==> config.mk <==
export PLATFORM = sky130hd
export DESIGN_NAME = block_write
export DESIGN_NICKNAME = d
export VERILOG_FILES = /design/src/rtl/block_write_pkg.sv /design/src/rtl/block_write_word_merge.sv /design/src/rtl/block_write.sv
export SDC_FILE = /design/constraint.sdc
export NUM_CORES = 1
export LEC_CHECK = 0
export CAP_MARGIN = 30
export CORE_AREA = 3 3 319 321
export DETAILED_ROUTE_END_ITERATION = 10
export DIE_AREA = 0 0 322 324
export HOLD_SLACK_MARGIN = 0.06
export PLACE_DENSITY_LB_ADDON = 0.25
export SYNTH_ARGS = -nofsm -noshare
export SYNTH_HDL_FRONTEND = slang
export SYNTH_HIERARCHICAL = 1
export SYNTH_SLANG_ARGS = --single-unit
export TNS_END_PERCENT = 20
==> constraint.sdc <==
create_clock -name clk -period 25.4 [get_ports clk]
set_input_delay 3.81 -clock clk [delete_from_list [all_inputs] [get_ports clk]]
set_output_delay 3.81 -clock clk [all_outputs]
set_load 0.01 [all_outputs]
==> src/rtl/block_write_pkg.sv <==
`default_nettype none
// +------------------------------------------------------------------+
// | block_write_pkg : lane constants and lane-enable mask expansion  |
// | Rev 1.0                                                          |
// +------------------------------------------------------------------+
package block_write_pkg;

  localparam int unsigned LANES          = 4;
  localparam int unsigned MAX_DATA_WIDTH = 256;

  // Expands one enable per lane into a per-bit mask; bits past LANES*lane_w stay zero.
  function automatic logic [MAX_DATA_WIDTH-1:0] lane_mask(
    input logic [LANES-1:0] lane_en,
    input int unsigned      lane_w
  );
    logic [MAX_DATA_WIDTH-1:0] mask;
    logic [1:0]                lane;
    mask = '0;
    for (int unsigned b = 0; b < MAX_DATA_WIDTH; b++) begin
      lane = 2'(b / lane_w);
      if (b < LANES * lane_w) mask[b] = lane_en[lane];
    end
    return mask;
  endfunction

endpackage
`default_nettype wire

==> src/rtl/block_write_word_merge.sv <==
`default_nettype none
// +------------------------------------------------------------------+
// | word_merge : bitwise merge of a new word into an old word        |
// | Rev 1.0                                                          |
// +------------------------------------------------------------------+
module word_merge #(
  parameter int WIDTH = 32
) (
  input  logic [WIDTH-1:0] old_i,
  input  logic [WIDTH-1:0] new_i,
  input  logic [WIDTH-1:0] mask_i,
  output logic [WIDTH-1:0] merged_o
);

  assign merged_o = (old_i & ~mask_i) | (new_i & mask_i);

endmodule
`default_nettype wire

==> src/rtl/block_write.sv <==
`default_nettype none
// +------------------------------------------------------------------+
// | block_write : lane-masked word merge into a cache block, plus a  |
// |               registered copy of the last committed merge        |
// | Rev 1.0                                                          |
// +------------------------------------------------------------------+
module block_write
  import block_write_pkg::*;
#(
  parameter  int DATA_WIDTH = 32,
  parameter  int BLOCK_SIZE = 3,
  localparam int S          = 2 ** BLOCK_SIZE
) (
  input  logic                    clk,
  input  logic                    rst,
  input  logic [DATA_WIDTH-1:0]   d_in,
  input  logic [S*DATA_WIDTH-1:0] block,
  input  logic [BLOCK_SIZE-1:0]   way,
  input  logic [3:0]              lane_en,
  input  logic                    we,
  output logic [S*DATA_WIDTH-1:0] block_out,
  output logic [S*DATA_WIDTH-1:0] block_out_q,
  output logic [BLOCK_SIZE-1:0]   way_q,
  output logic                    valid_q
);

  localparam int unsigned LANE_W = DATA_WIDTH / 4;

  logic [MAX_DATA_WIDTH-1:0] full_mask;
  logic [DATA_WIDTH-1:0]     lane_bits;

  assign full_mask = lane_mask(lane_en, LANE_W);
  assign lane_bits = full_mask[DATA_WIDTH-1:0];

  if (DATA_WIDTH < MAX_DATA_WIDTH) begin : g_mask_pad
    logic unused_mask_hi;
    assign unused_mask_hi = ^full_mask[MAX_DATA_WIDTH-1:DATA_WIDTH];
  end

  // Only the addressed word sees a non-zero mask; all others pass through untouched.
  for (genvar i = 0; i < S; i++) begin : g_word
    logic [DATA_WIDTH-1:0] word_mask;
    assign word_mask = (way == BLOCK_SIZE'(i)) ? lane_bits : '0;
    word_merge #(.WIDTH(DATA_WIDTH)) u_merge (
      .old_i    (block[i*DATA_WIDTH +: DATA_WIDTH]),
      .new_i    (d_in),
      .mask_i   (word_mask),
      .merged_o (block_out[i*DATA_WIDTH +: DATA_WIDTH])
    );
  end

  logic [S*DATA_WIDTH-1:0] block_out_d;
  logic [BLOCK_SIZE-1:0]   way_d;
  logic                    valid_d;

  always_comb begin
    block_out_d = block_out_q;
    way_d       = way_q;
    valid_d     = valid_q;
    if (we) begin
      block_out_d = block_out;
      way_d       = way;
      valid_d     = 1'b1;
    end
  end

  always_ff @(posedge clk or posedge rst) begin
    if (rst) begin
      block_out_q <= '0;
      way_q       <= '0;
      valid_q     <= 1'b0;
    end else begin
      block_out_q <= block_out_d;
      way_q       <= way_d;
      valid_q     <= valid_d;
    end
  end

endmodule
`default_nettype wire

==> qor.csv <==
metric,value,unit
drv_cap,0,
wl_met3,4160,um
post-cts-setup-buffers,0,
portBuffers,813,
final_max_slew_viol_count,0,
die_area,0.104,mm^2
hold-worst-slack,0.463,ns
postCtsHoldBufs,0,
tns,0,ns
ios,814,
synthesis.nets,1145,
worst-endpoint-arrival,6.31,ns
final_hold_viol_count,0,
core,0.0996,mm^2
clkLatencyLatePin,0.55,ns
yosysSeqAreaShare,44.3,%
switching_share,27.7,%
chipWidth,322,um
ctsRootBufferMaster,clkbuf_16,
syn_avg_cell_area,17.3,um^2
cp-start-kind,input pin,
wl_met1,28900,um
crit_type,in2out,
cp-end-kind,output pin,
synth.yosys.warnings,6,
pwr-share-seq,34.2,%
cp_max_fo,33,
place_hpwl,55600,um
slowest_delay,0.97,ns
vdd_ir_drop_max,0.0000363,V
post_drt_wl_per_cell,23.9,um
p_comb_share,29.9,%
highest_layer,met4,
status,"finished, final reports clean",
drive_above_1_share,35.9,%
post_cts_resized,0,
vias_per_cell,3.62,
vias,10864,
design_area,0.0257,mm^2
r2r-end,block_out_q[222],
regToRegSetupSlack,24.55,ns
post-route-period-util,39.8,%
p_clk_share,36.0,%
min_period,10.12,ns
wl,71800,um
grt_pass1_vias,12073,
skew,0,ns
nets,1981,
r2r_start,block_out_q[222],
p_leak,10.8,nW
cp_data_required_time,21.59,ns
worst_pin_slew,0.978,ns
cts_tree,built,
hold_depth,1,
firstDrtPassIters,4,
max_freq,0.0988,GHz
antenna_found_initial,4,
synthCells,847,
synth_cell_types,13,
rr_worst_depth,1,
clockBufferDepth,3,
place_area,0.0245,mm^2
wl_met2,37000,um
slew_headroom,34.7,%
drc,0,
dr.first_iter.drc_count,477,
slowest_stage,and4b_1,
n_fill_cell,10288,
finalSetupViolations,0,
holdPathEnd,valid_q,
power.switching,0.000397,W
clock-sinks,260,
grt_pass1_wl,96800,um
syn2layout_area_growth,75.0,%
hold_class,reg2reg,
p_per_area,55.9,mW/mm^2
cts_made_buffers,37,
netlist_area,0.0147,mm^2
internal_power,0.00104,W
grt_overflow_total,0,
grt_max_degree,85,
clkTransAtPathRegs,0.05,ns
initial_core_util,14.7,%
crit_chain,"buf_2, and4b_1, mux2_4, clkdlybuf4s50_1",
die_height,324,um
std_cell_rows,116,
h-tree-depth,2,
place_congestion,0.788,
hp-start,valid_q,
grt_use_total,13.0,%
synth-seq-cells,260,
drtAntennaViolNets,0,
rsz0062_at_grt,no,
-- logic make-up (layout without fill, tap and decap cells) --
| logic type | count (synthesis) | count (layout) | synth area share [%] |
|---|---|---|---|
| muxes | 515 | 515 | 51.2 |
| other | 0 | 1 | 0 |
| buffers and inverters | 39 | 896 | 2.23 |
| and+or+nand+nor | 33 | 33 | 2.26 |
| DFF | 260 | 260 | 44.3 |
-- synth_stat cells, drive strengths merged --
library cell / n / area [um^2]
and4: 4 / 35.0
and4b: 12 / 120
and4bb: 6 / 75.1
buf: 29 / 289
clkbuf: 9 / 33.8
dfrtp: 260 / 6510
inv: 1 / 3.75
mux2: 515 / 7510
nor4b: 4 / 35.0
nor4bb: 6 / 60.1
or2: 1 / 6.26
-- layout by cell type (no fill, tap or decap) --
| master | synthesis | final |
|---|---|---|
| and4_1 | 4 | 4 |
| and4b_1 | 12 | 12 |
| and4bb_2 | 6 | 6 |
| buf_16 | 0 | 5 |
| buf_2 | 6 | 3 |
| buf_4 | 0 | 14 |
| buf_6 | 23 | 1 |
| buf_8 | 0 | 3 |
| bufinv_16 | 0 | 2 |
| clkbuf_1 | 9 | 6 |
| clkbuf_16 | 0 | 37 |
| clkbuf_8 | 0 | 9 |
| clkdlybuf4s50_1 | 0 | 809 |
| clkinv_2 | 0 | 5 |
| clkinvlp_4 | 0 | 1 |
| dfrtp_1 | 260 | 260 |
| diode_2 | 0 | 1 |
| inv_8 | 0 | 1 |
| mux2_2 | 60 | 60 |
| mux2_4 | 455 | 455 |
| nor4b_2 | 0 | 4 |
| nor4bb_4 | 0 | 6 |
| or2_1 | 1 | 1 |
-- state kept, by name, indices dropped and copies added, names as in the netlist --
register,count
block_out_q,256
way_q,3
valid_q,1
-- worst max path at each step --
stage                endpoint    from  slack [ns]
3_3_place_gp   block_out[167]  way[0]       15.20
5_1_grt        block_out[106]  way[1]       15.19
2_1_floorplan  block_out_q[0]     rst       14.43
3_5_place_dp   block_out[106]  way[1]       15.21
4_1_cts        block_out[106]  way[1]       15.22
6_report       block_out[106]  way[1]       15.28
-- per-stage QoR --
step | power [W] | worst slack (ns) | utilization, % | std cells
after floorplan | 0.000672 | 14.43 | - | 847
after global placement | 0.000928 | 15.20 | 24.4 | 2934
after detailed placement | 0.000930 | 15.21 | 24.6 | 2940
after CTS | 0.00147 | 15.22 | 25.7 | 3000
after global routing | 0.00150 | 15.19 | 25.8 | 3003
final | 0.00143 | 15.28 | 25.8 | 3003
-- power by group through the flow --
stage / registers, W / logic, W / clock network, W
4_1_cts: 0.000490 / 0.000436 / 0.000543
3_3_place_gp: 0.000496 / 0.000433 / 0
3_5_place_dp: 0.000496 / 0.000434 / 0
6_report: 0.000490 / 0.000428 / 0.000516
5_1_grt: 0.000496 / 0.000450 / 0.000556
2_1_floorplan: 0.000514 / 0.000158 / 0
-- critical path, delay by kind of cell --
kind / cells / cell delay [ns]
simple gates: 1 / 0.97
buf+inv: 2 / 1.11
mux: 1 / 0.36
-- layout make-up --
type | instances | area (um^2) | area share (%)
repair buffers | 835 | 8410 | 32.8
clock buffers | 52 | 1070 | 4.18
flip-flops and latches | 260 | 6510 | 25.3
clock inverters | 8 | 92.6 | 0.361
inverters | 1 | 11.3 | 0.0439
diodes | 1 | 2.50 | 0.00975
multi-input cells | 548 | 7950 | 31.0
well taps | 1298 | 1620 | 6.33
-- metal layers --
layer  track usage [%]  vias up
li1                  -     4818
met3              3.07       72
met5                 0        -
met4              3.99        0
met1              15.3     5535
met2              23.4      439
No activity file was read; power rests on OpenSTA's default activity.
